===== config.mk =====
export PLATFORM = sky130hd
export DESIGN_NAME = traffic_ctrl_fsm
export DESIGN_NICKNAME = d
export VERILOG_FILES = /design/src/rtl/traffic_ctrl_fsm.sv
export SDC_FILE = /design/constraint.sdc
export NUM_CORES = 1
export LEC_CHECK = 0
export ABC_AREA = 1
export CAP_MARGIN = 20
export CORE_MARGIN = 1
export CORE_UTILIZATION = 35
export DETAILED_ROUTE_END_ITERATION = 12
export PLACE_DENSITY_LB_ADDON = 0.08
export SLEW_MARGIN = 20
export SYNTH_ARGS = -nofsm -noshare
export SYNTH_HDL_FRONTEND = slang
export SYNTH_SLANG_ARGS = --single-unit
export TNS_END_PERCENT = 1

===== constraint.sdc =====
create_clock -name clk -period 1.75 [get_ports clk]
set_clock_uncertainty 0.05 [all_clocks]
set_input_delay 0.2625 -clock clk [delete_from_list [all_inputs] [get_ports clk]]
set_output_delay 0.2625 -clock clk [all_outputs]
set_load 0.01 [all_outputs]

===== src/rtl/traffic_ctrl_fsm.sv =====
// Intersection light sequencer: six-state FSM with a LOAD1/LOAD2/RUN phase per state and a seconds down-counter.
// Optional pedestrian walk feature is compiled in with `define TRAFFIC_WALK_EN.
module traffic_ctrl_fsm #(
    parameter int MIN_TIME = 1
) (
    input  logic       clk,
    input  logic       reset,
    input  logic       sec_tick,
    input  logic       sensor,
    input  logic [3:0] time_val,
`ifdef TRAFFIC_WALK_EN
    input  logic       walk_req,
    output logic       walk,
`endif
    output logic [1:0] intervel,
    output logic [2:0] main_light,
    output logic [2:0] side_light,
    output logic [2:0] state_dbg
);
    typedef enum logic [2:0] {
        MG1 = 3'd0, MG2 = 3'd1, MY = 3'd2, SG = 3'd3, SGX = 3'd4, SY = 3'd5
    } state_t;
    typedef enum logic [1:0] {LOAD1 = 2'd0, LOAD2 = 2'd1, RUN = 2'd2} phase_t;

    localparam logic [3:0] MIN_T = 4'(MIN_TIME);
    localparam logic [2:0] L_RED = 3'b100, L_YEL = 3'b010, L_GRN = 3'b001;

    state_t     r_state, w_nstate, w_succ;
    phase_t     r_phase, w_nphase;
    logic [3:0] r_timer, w_ntimer;
    logic       w_enter;
    logic [1:0] r_intervel, w_nint;
    logic [2:0] r_main, r_side, w_nmain, w_nside;

    always_ff @(posedge clk or posedge reset) begin
        if (reset) begin
            r_state    <= MG1;
            r_phase    <= LOAD1;
            r_timer    <= 4'd0;
            r_intervel <= 2'b00;
            r_main     <= L_GRN;
            r_side     <= L_RED;
        end else begin
            r_state <= w_nstate;
            r_phase <= w_nphase;
            r_timer <= w_ntimer;
            if (w_enter) begin
                r_intervel <= w_nint;
                r_main     <= w_nmain;
                r_side     <= w_nside;
            end
        end
    end

    always_comb begin
        w_nstate = r_state;
        w_nphase = r_phase;
        w_ntimer = r_timer;
        w_enter  = 1'b0;
        w_succ   = MG1;
        case (r_state)
            MG1:     w_succ = MG2;
            MG2:     w_succ = MY;
            MY:      w_succ = SG;
            SG:      w_succ = sensor ? SGX : SY;
            SGX:     w_succ = SY;
            default: w_succ = MG1;
        endcase
        case (r_phase)
            LOAD1: w_nphase = LOAD2;
            LOAD2: begin
                w_nphase = RUN;
                w_ntimer = (time_val < MIN_T) ? MIN_T : time_val;
            end
            RUN: if (sec_tick) begin
                // <=1 rather than ==1 so a zero timer (MIN_TIME=0) still expires
                if (r_timer <= 4'd1) begin
                    w_enter  = 1'b1;
                    w_nstate = w_succ;
                    w_nphase = LOAD1;
                    w_ntimer = 4'd0;
                end else begin
                    w_ntimer = r_timer - 4'd1;
                end
            end
            default: w_nphase = LOAD1;
        endcase
        if (r_state > SY) begin
            w_enter  = 1'b1;
            w_nstate = MG1;
            w_nphase = LOAD1;
            w_ntimer = 4'd0;
        end
    end

    // Output image of the state being entered; MG2 picks its duration from sensor on this edge.
    always_comb begin
        w_nint  = 2'b00;
        w_nmain = L_RED;
        w_nside = L_RED;
        case (w_nstate)
            MG2: begin w_nmain = L_GRN; w_nint = sensor ? 2'b01 : 2'b00; end
            MY:  begin w_nmain = L_YEL; w_nint = 2'b10; end
            SG:  begin w_nside = L_GRN; end
            SGX: begin w_nside = L_GRN; w_nint = 2'b01; end
            SY:  begin w_nside = L_YEL; w_nint = 2'b10; end
            default: w_nmain = L_GRN;
        endcase
    end

    assign intervel   = r_intervel;
    assign main_light = r_main;
    assign side_light = r_side;
    assign state_dbg  = r_state;

`ifdef TRAFFIC_WALK_EN
    logic r_walk_pend, r_walk;

    always_ff @(posedge clk or posedge reset) begin
        if (reset) begin
            r_walk_pend <= 1'b0;
            r_walk      <= 1'b0;
        end else if (w_enter && w_nstate == SG) begin
            r_walk      <= r_walk_pend;
            r_walk_pend <= walk_req;
        end else begin
            if (walk_req) r_walk_pend <= 1'b1;
            if (w_enter)  r_walk      <= (w_nstate == SGX) ? r_walk : 1'b0;
        end
    end

    assign walk = r_walk;
`endif
endmodule


==> results.ini, run 1 <==
[synthesis]
synth.most_common_cell=nand2_1
syn-num-nets=122
ys_warn_count=0
ys_ff_latch=17
ys.flop_type=dfrtp_1
synth_cells=112
syn_area_per_cell_um2=8.379
seq_area_frac_synth_pct=45.60
synth_edf_count=0
yosys.area.top_type=dfrtp_1
synthArstFlopShare_pct=100.0
ys_types=25
synthesis.area_um2=938.4
netlist_top_cells_area=dfrtp_1, nand2_1, dfstp_2, nand3_1, inv_1
synth_top_area_share_pct=40.00
synthTopCellsByCount=nand2_1, dfrtp_1, inv_1

[timing]
max_freq_ghz=0.5929
post-route-min-period_ps=1687
final_max_slew_viol_count=0
rsz0062_at_grt=false
hold_ws_ps=211.7
setup_ws_ps=63.50
hold_violations=0
finalCritPeriodShare_pct=96.37
relSlewSlack_pct=74.98
tightest_slew_ps=375.0
setup_tns_ps=0
finalSetupViolations=0

[drt]
drc=0
viasPerCell=4.746
routed_wl_mm=1.954
drt-pass1-iter-count=4
avgRoutedWirePerCell_um=11.56
initialDrtViolationCount=7
vias=802
ant_nets=0

[pwr]
p_per_area_mw_per_mm2=1695
p_leak_nw=0.6268
ir_drop_v=0.0009729

[run_status]
status=completed

[cts]
cts_buffer_depth=2
cts.sinks=17
cts_htree_levels=1
clk_latency_ps=290
root_buffer=clkbuf_4
ctsHoldBuffers=0
cts_buffers=3
cts.clk_slew.worst_paths_ps=110
cts_tree=built

[placed_design]
gp_congestion=0.7799
numPortBuffers=18
dp_slack_ps=-25.98
place_inst=164
dp_hpwl_mm=1.523
placed_area_mm2=0.001186

[floorplan]
dieArea_mm2=0.002892
ios=19
coreArea_mm2=0.002500
die_x_um=53.78
die_height_um=53.78
floorplan.initialDensity_pct=37.54
fp-row-count=18

[setup_path]
criticalPathCategory=reg2out
critPathCaptureType=primary output
critPathMaxFanout=2
slowest_delay_ps=550
critPathArrivalTime_ps=1370
critPathLaunch=main_light[0]
cp_cell_sequence=clkdlybuf4s50_1
slowest_stage=dfstp_2
cpLargestDelayFamily=flip-flops
timing.rr.start=r_timer[0]
cp-start-kind=flip-flop
crit_buf_inv=1
required_ps=1440

[finish]
drive_above_1_share_pct=23.74
multi_input_area_um2=465.4
area_delta_synth_final_pct=32.53
finalNonFillerCells=169
layout.nets=150
antenna_cells=0
nFillCells=247
fin_area_mm2=0.001244
seq_area_um2=427.9

[grt]
track_usage_pct=16.40
grt_pass1_vias=746
grt-ovfl-total=0
grt_max_degree=18
antenna_found_initial=0
grt_pass1_wl_mm=3.353

[run]
cap_violations=0

[hold_path]
hp-class=in2async

-- logic make-up after synthesis --
logic type,synth area share [%]
compound gates,12.80
xor+xnor,0.9335
fa+ha+maj,2.666
buf+inv,7.201
flops,45.60
simple gates,30.80
-- routing by layer --
layer,track usage (%),vias up,wire length [µm]
met1,23.91,368,1053
met5,0,-,0
li1,-,420,-
met3,3.672,2,76
met2,22.43,12,809
met4,7.895,0,15
-- what timing repair did --
action / 4_1_cts / 5_1_grt
setup endpoints to repair: 1 / 7
setup buffers: 0 / 1
pin swaps: 0 / 1
gates resized for setup: 1 / 5
-- cell type report --
| type | instances | area share [%] |
|---|---|---|
| clock buffers | 3 | 1.811 |
| repair buffers | 23 | 17.51 |
| well taps | 30 | 3.018 |
| inverters | 18 | 5.433 |
| clock inverters | 1 | 0.4024 |
| flip-flops and latches | 17 | 34.41 |
| multi-input cells | 77 | 37.42 |
-- cell usage in the layout (no fill, tap or decap), types with 2 or more instances in the layout --
cell              n
nand2_1          23
clkdlybuf4s50_1  18
dfrtp_1          15
inv_1            11
nand3_1          10
o21ai_0           8
nor2_1            7
inv_2             7
nand2_2           5
buf_4             5
nor2_4            3
nand2_4           3
o22ai_1           3
clkbuf_4          3
o211ai_1          2
dfstp_2           2
-- per-stage QoR --
stage	util (%)	power, mW
after floorplan	-	1.408
after global placement	47.45	1.813
after detailed placement	47.45	1.831
after CTS	48.65	2.062
after global routing	49.75	2.309
final	49.75	2.108
-- path summary, 6_finish.rpt --
check                                end  slack [ps]  cells after the start
setup reg to reg             intervel[1]         160                     11
max in group asynchronous  main_light[0]        1190                      3
hold / removal             main_light[2]         210                      3
hold reg to reg            side_light[1]         450                      2
min in group clk           side_light[1]         450                      2
setup / recovery           main_light[0]          60                      1
-- sequential cells by signal (all words and copies together), names as in the netlist --
signal and count:
r_timer 4, main_light 3, side_light 3, state_dbg 3
intervel 2, r_phase 2
-- power breakdown --
group	leakage, nW	switching, mW	internal [mW]
registers	0.208	0.133	0.582
clock network	0.0177	0.133	0.0851
logic	0.401	0.635	0.539
Note: power is estimated with default switching activity, not from simulation.
==> run 2, diff against run 1 <==
Settings changed: ABC_AREA 1 to unset.
==> run 2 against run 1 <==
  * Combinational power is essentially flat
  * Total power grew 3.6%
  * Via count grew 1.1%
  * Largest power group unchanged
  * Global-route usage grew 1.3 points
  * Non-clock buffer count grew 7
  * Hold slack gained 4.1 ps
  * Final area grew 2.6%
  * Sequential power grew 6.3%
  * First-iteration DRC count grew 43%
  * Count of clock-buffer cells in the layout is the same
==> results.ini, run 2 <==
[run_status]
status=completed

[synthesis]
ys.flop_type=dfrtp_1
ys_ff_latch=17  ; unchanged
synth_top_area_share_pct=40.32  ; +0.32 points
netlist_top_cells_area=dfrtp_1, dfstp_2, nor2_1, a22o_1, o21ai_0
synthesis.area_um2=930.9  ; -0.80%
seq_area_frac_synth_pct=45.97  ; +0.37 points
synthTopCellsByCount=dfrtp_1, nor2_1, nand2_1
ys_warn_count=0  ; unchanged
ys_types=34  ; +36%
synthArstFlopShare_pct=100.0  ; unchanged
synth.most_common_cell=dfrtp_1
syn-num-nets=107  ; -12%
yosys.area.top_type=dfrtp_1
synth_cells=97  ; -13%
synth_edf_count=0  ; unchanged
syn_area_per_cell_um2=9.597  ; +15%

[finish]
nFillCells=252  ; +2.0%
antenna_cells=0  ; unchanged
largest_reg_flops=4  ; unchanged
regMostFlops=r_timer
finalNonFillerCells=157  ; -7.1%
layout.nets=138  ; -8.0%
seq_area_um2=429.2  ; +0.29%
final_common_cell=clkdlybuf4s50_1
final_cell_mix=clkdlybuf4s50_1, dfrtp_1, buf_4, nor2_1, nand2_1
fin_area_mm2=0.001276  ; +2.6%
drive_above_1_share_pct=22.83  ; -0.91 points
multi_input_area_um2=485.5  ; +4.3%
area_delta_synth_final_pct=37.10

[timing]
finalSetupViolations=0  ; unchanged
rsz0062_at_grt=true
post-route-min-period_ps=1706  ; +19.56 ps
max_freq_ghz=0.5861  ; -1.1%
setup_ws_ps=43.94  ; -19.56 ps
finalCritPeriodShare_pct=97.49  ; +1.1 points
relSlewSlack_pct=82.23  ; +7.3 points
tightest_slew_ps=263.1  ; -111.9 ps
hold_violations=0  ; unchanged
final_max_slew_viol_count=0  ; unchanged

[placed_design]
dp_slack_ps=-178.5  ; -152.5 ps
place_inst=152  ; -7.3%
numPortBuffers=18  ; unchanged
placed_area_mm2=0.001240  ; +4.5%
gp_congestion=0.8011  ; +2.7%
dp_hpwl_mm=1.567  ; +2.9%

[pwr]
p_total_mw=2.183  ; +3.6%
pwr-share-seq_pct=34.8  ; +0.9 points
comb_power_share_pct=55.1  ; -0.6 points
power.share.switching_pct=39.81  ; -3.0 points
switching_power_mw=0.8689  ; -3.6%
pwr-share-clk_pct=10.1  ; -0.3 points
ir_drop_v=0.001107  ; +14%
p_per_area_mw_per_mm2=1710  ; +0.91%
power.internal_mw=1.314  ; +8.9%
p_leak_nw=0.5411  ; -14%

[setup_path]
required_ps=1890  ; +450 ps
critPathLaunch=r_timer[0]
timing.rr.start=r_timer[0]
critPathArrivalTime_ps=1850  ; +480 ps
rrSetupSlack_ps=40  ; -120 ps
critPathCaptureType=flip-flop
r2r_cells=6  ; -5
r2r-end=side_light[0]
cp-start-kind=flip-flop
criticalPathCategory=reg2reg
critPathMaxFanout=8  ; +6

[grt]
grt_max_degree=18  ; unchanged
grt_pass1_wl_mm=3.553  ; +6.0%
grt_pass1_vias=735  ; -1.5%
grt-ovfl-total=0  ; unchanged
antenna_found_initial=0  ; unchanged
track_usage_pct=17.69  ; +1.3 points

[run]
cap_violations=0  ; unchanged

[drt]
ant_nets=0  ; unchanged
initialDrtViolationCount=10  ; +3
drt-pass1-iter-count=4  ; unchanged
routed_wl_mm=2.129  ; +9.0%
drc=0  ; unchanged
viasPerCell=5.166  ; +8.9%
avgRoutedWirePerCell_um=13.56  ; +17%
vias=811  ; +1.1%

[cts]
cts_tree=built
cts_htree_levels=1  ; unchanged
root_buffer=clkbuf_4
cts.clk_slew.worst_paths_ps=110  ; about the same
ctsHoldBuffers=0  ; unchanged
clk_latency_ps=300  ; about the same
cts_buffers=3  ; unchanged
cts_buffer_depth=2  ; unchanged
cts.sinks=17  ; unchanged

[hold_path]
hp-class=in2async

[floorplan]
die_x_um=53.57  ; -0.39%
fp-row-count=18  ; unchanged
floorplan.initialDensity_pct=37.24  ; -0.30 points
die_height_um=53.57  ; -0.39%
dieArea_mm2=0.002870  ; -0.78%
ios=19  ; unchanged
coreArea_mm2=0.002500  ; unchanged

==> run 2: changes by cell type in the layout (fill, tap and decap cells not counted), moves of 4 or more <==
cell and change:
a22o_1 +4, buf_4 +7, inv_1 -6, inv_2 -5, nand2_1 -15, nand2_2 -5
nand3_1 -9
==> run 2: what timing repair did <==
item	4_1_cts	5_1_grt
setup buffers	0	1
endpoints found under the setup margin	1	5
pin swaps	0	0
resized for setup	1	0
==> run 2: critical path, cell delays in order, from the launching register on <==
cell	delay, ps
dfrtp_1	440
inv_2	90
ha_4	150
nor2_4	50
or4_4	480
o211a_1	140
a31o_2	210
==> run 2: through the flow <==
stage	util, %	hold slack (ps)	TNS, ps
floorplan	-	137.1	0
global placement	49.60	424.7	-948.4
detailed placement	49.60	433.1	-1031
CTS	50.75	221.9	0
global route	51.05	240.2	-62.30
finish	51.05	215.9	0
==> run 2: power by group through the flow <==
stage,Clock (mW),Sequential [mW],Combinational (mW)
4_1_cts,0.228,0.763,1.19
5_1_grt,0.239,0.788,1.33
6_report,0.221,0.760,1.20
3_3_place_gp,0,0.767,1.17
3_5_place_dp,0,0.769,1.18
2_1_floorplan,0,0.773,0.714
==> run 2: how the worst max path moves through the flow <==
stage	to	slack [ps]	cells after the start
finish	side_light[0]	40	6
global route	side_light[0]	-20	6
CTS	side_light[0]	30	6
detailed placement	side_light[0]	-180	5
global placement	side_light[0]	-160	5
floorplan	side_light[0]	50	7
==> run 2: area by class of cell <==
| class | instances | area share, % |
|---|---|---|
| tap | 30 | 2.941 |
| multi-input combinational | 69 | 38.04 |
| sequential | 17 | 33.63 |
| inverter | 7 | 2.059 |
| clock buffer | 3 | 1.765 |
| timing repair buffer | 30 | 21.18 |
| clock inverter | 1 | 0.3922 |
==> run 2: cells by family (layout without fill, tap and decap cells) <==
| logic type | after synthesis | in the layout | share of synthesized area, % |
|---|---|---|---|
| DFF | 17 | 17 | 45.97 |
| buffers and inverters | 11 | 41 | 5.377 |
| adders and majority gates | 2 | 2 | 2.688 |
| and+or+nand+nor | 34 | 34 | 19.35 |
| AOI/OAI and AO/OA | 29 | 29 | 22.72 |
| xor gates and xnor gates | 3 | 3 | 2.823 |
| muxes | 1 | 1 | 1.075 |
==> run 2: metal layers <==
metal,vias to the layer above,wire [µm],track usage [%]
li1,407,-,-
met1,387,1144,27.35
met2,13,882,23.54
met3,4,69,3.107
met4,0,31,7.895
met5,-,0,0
==> run 3, diff against run 2 <==
Settings changed: CAP_MARGIN 20 to 0.
==> results of run 3 <==
The final DEF is identical to that of run 2; final timing and power are the same.
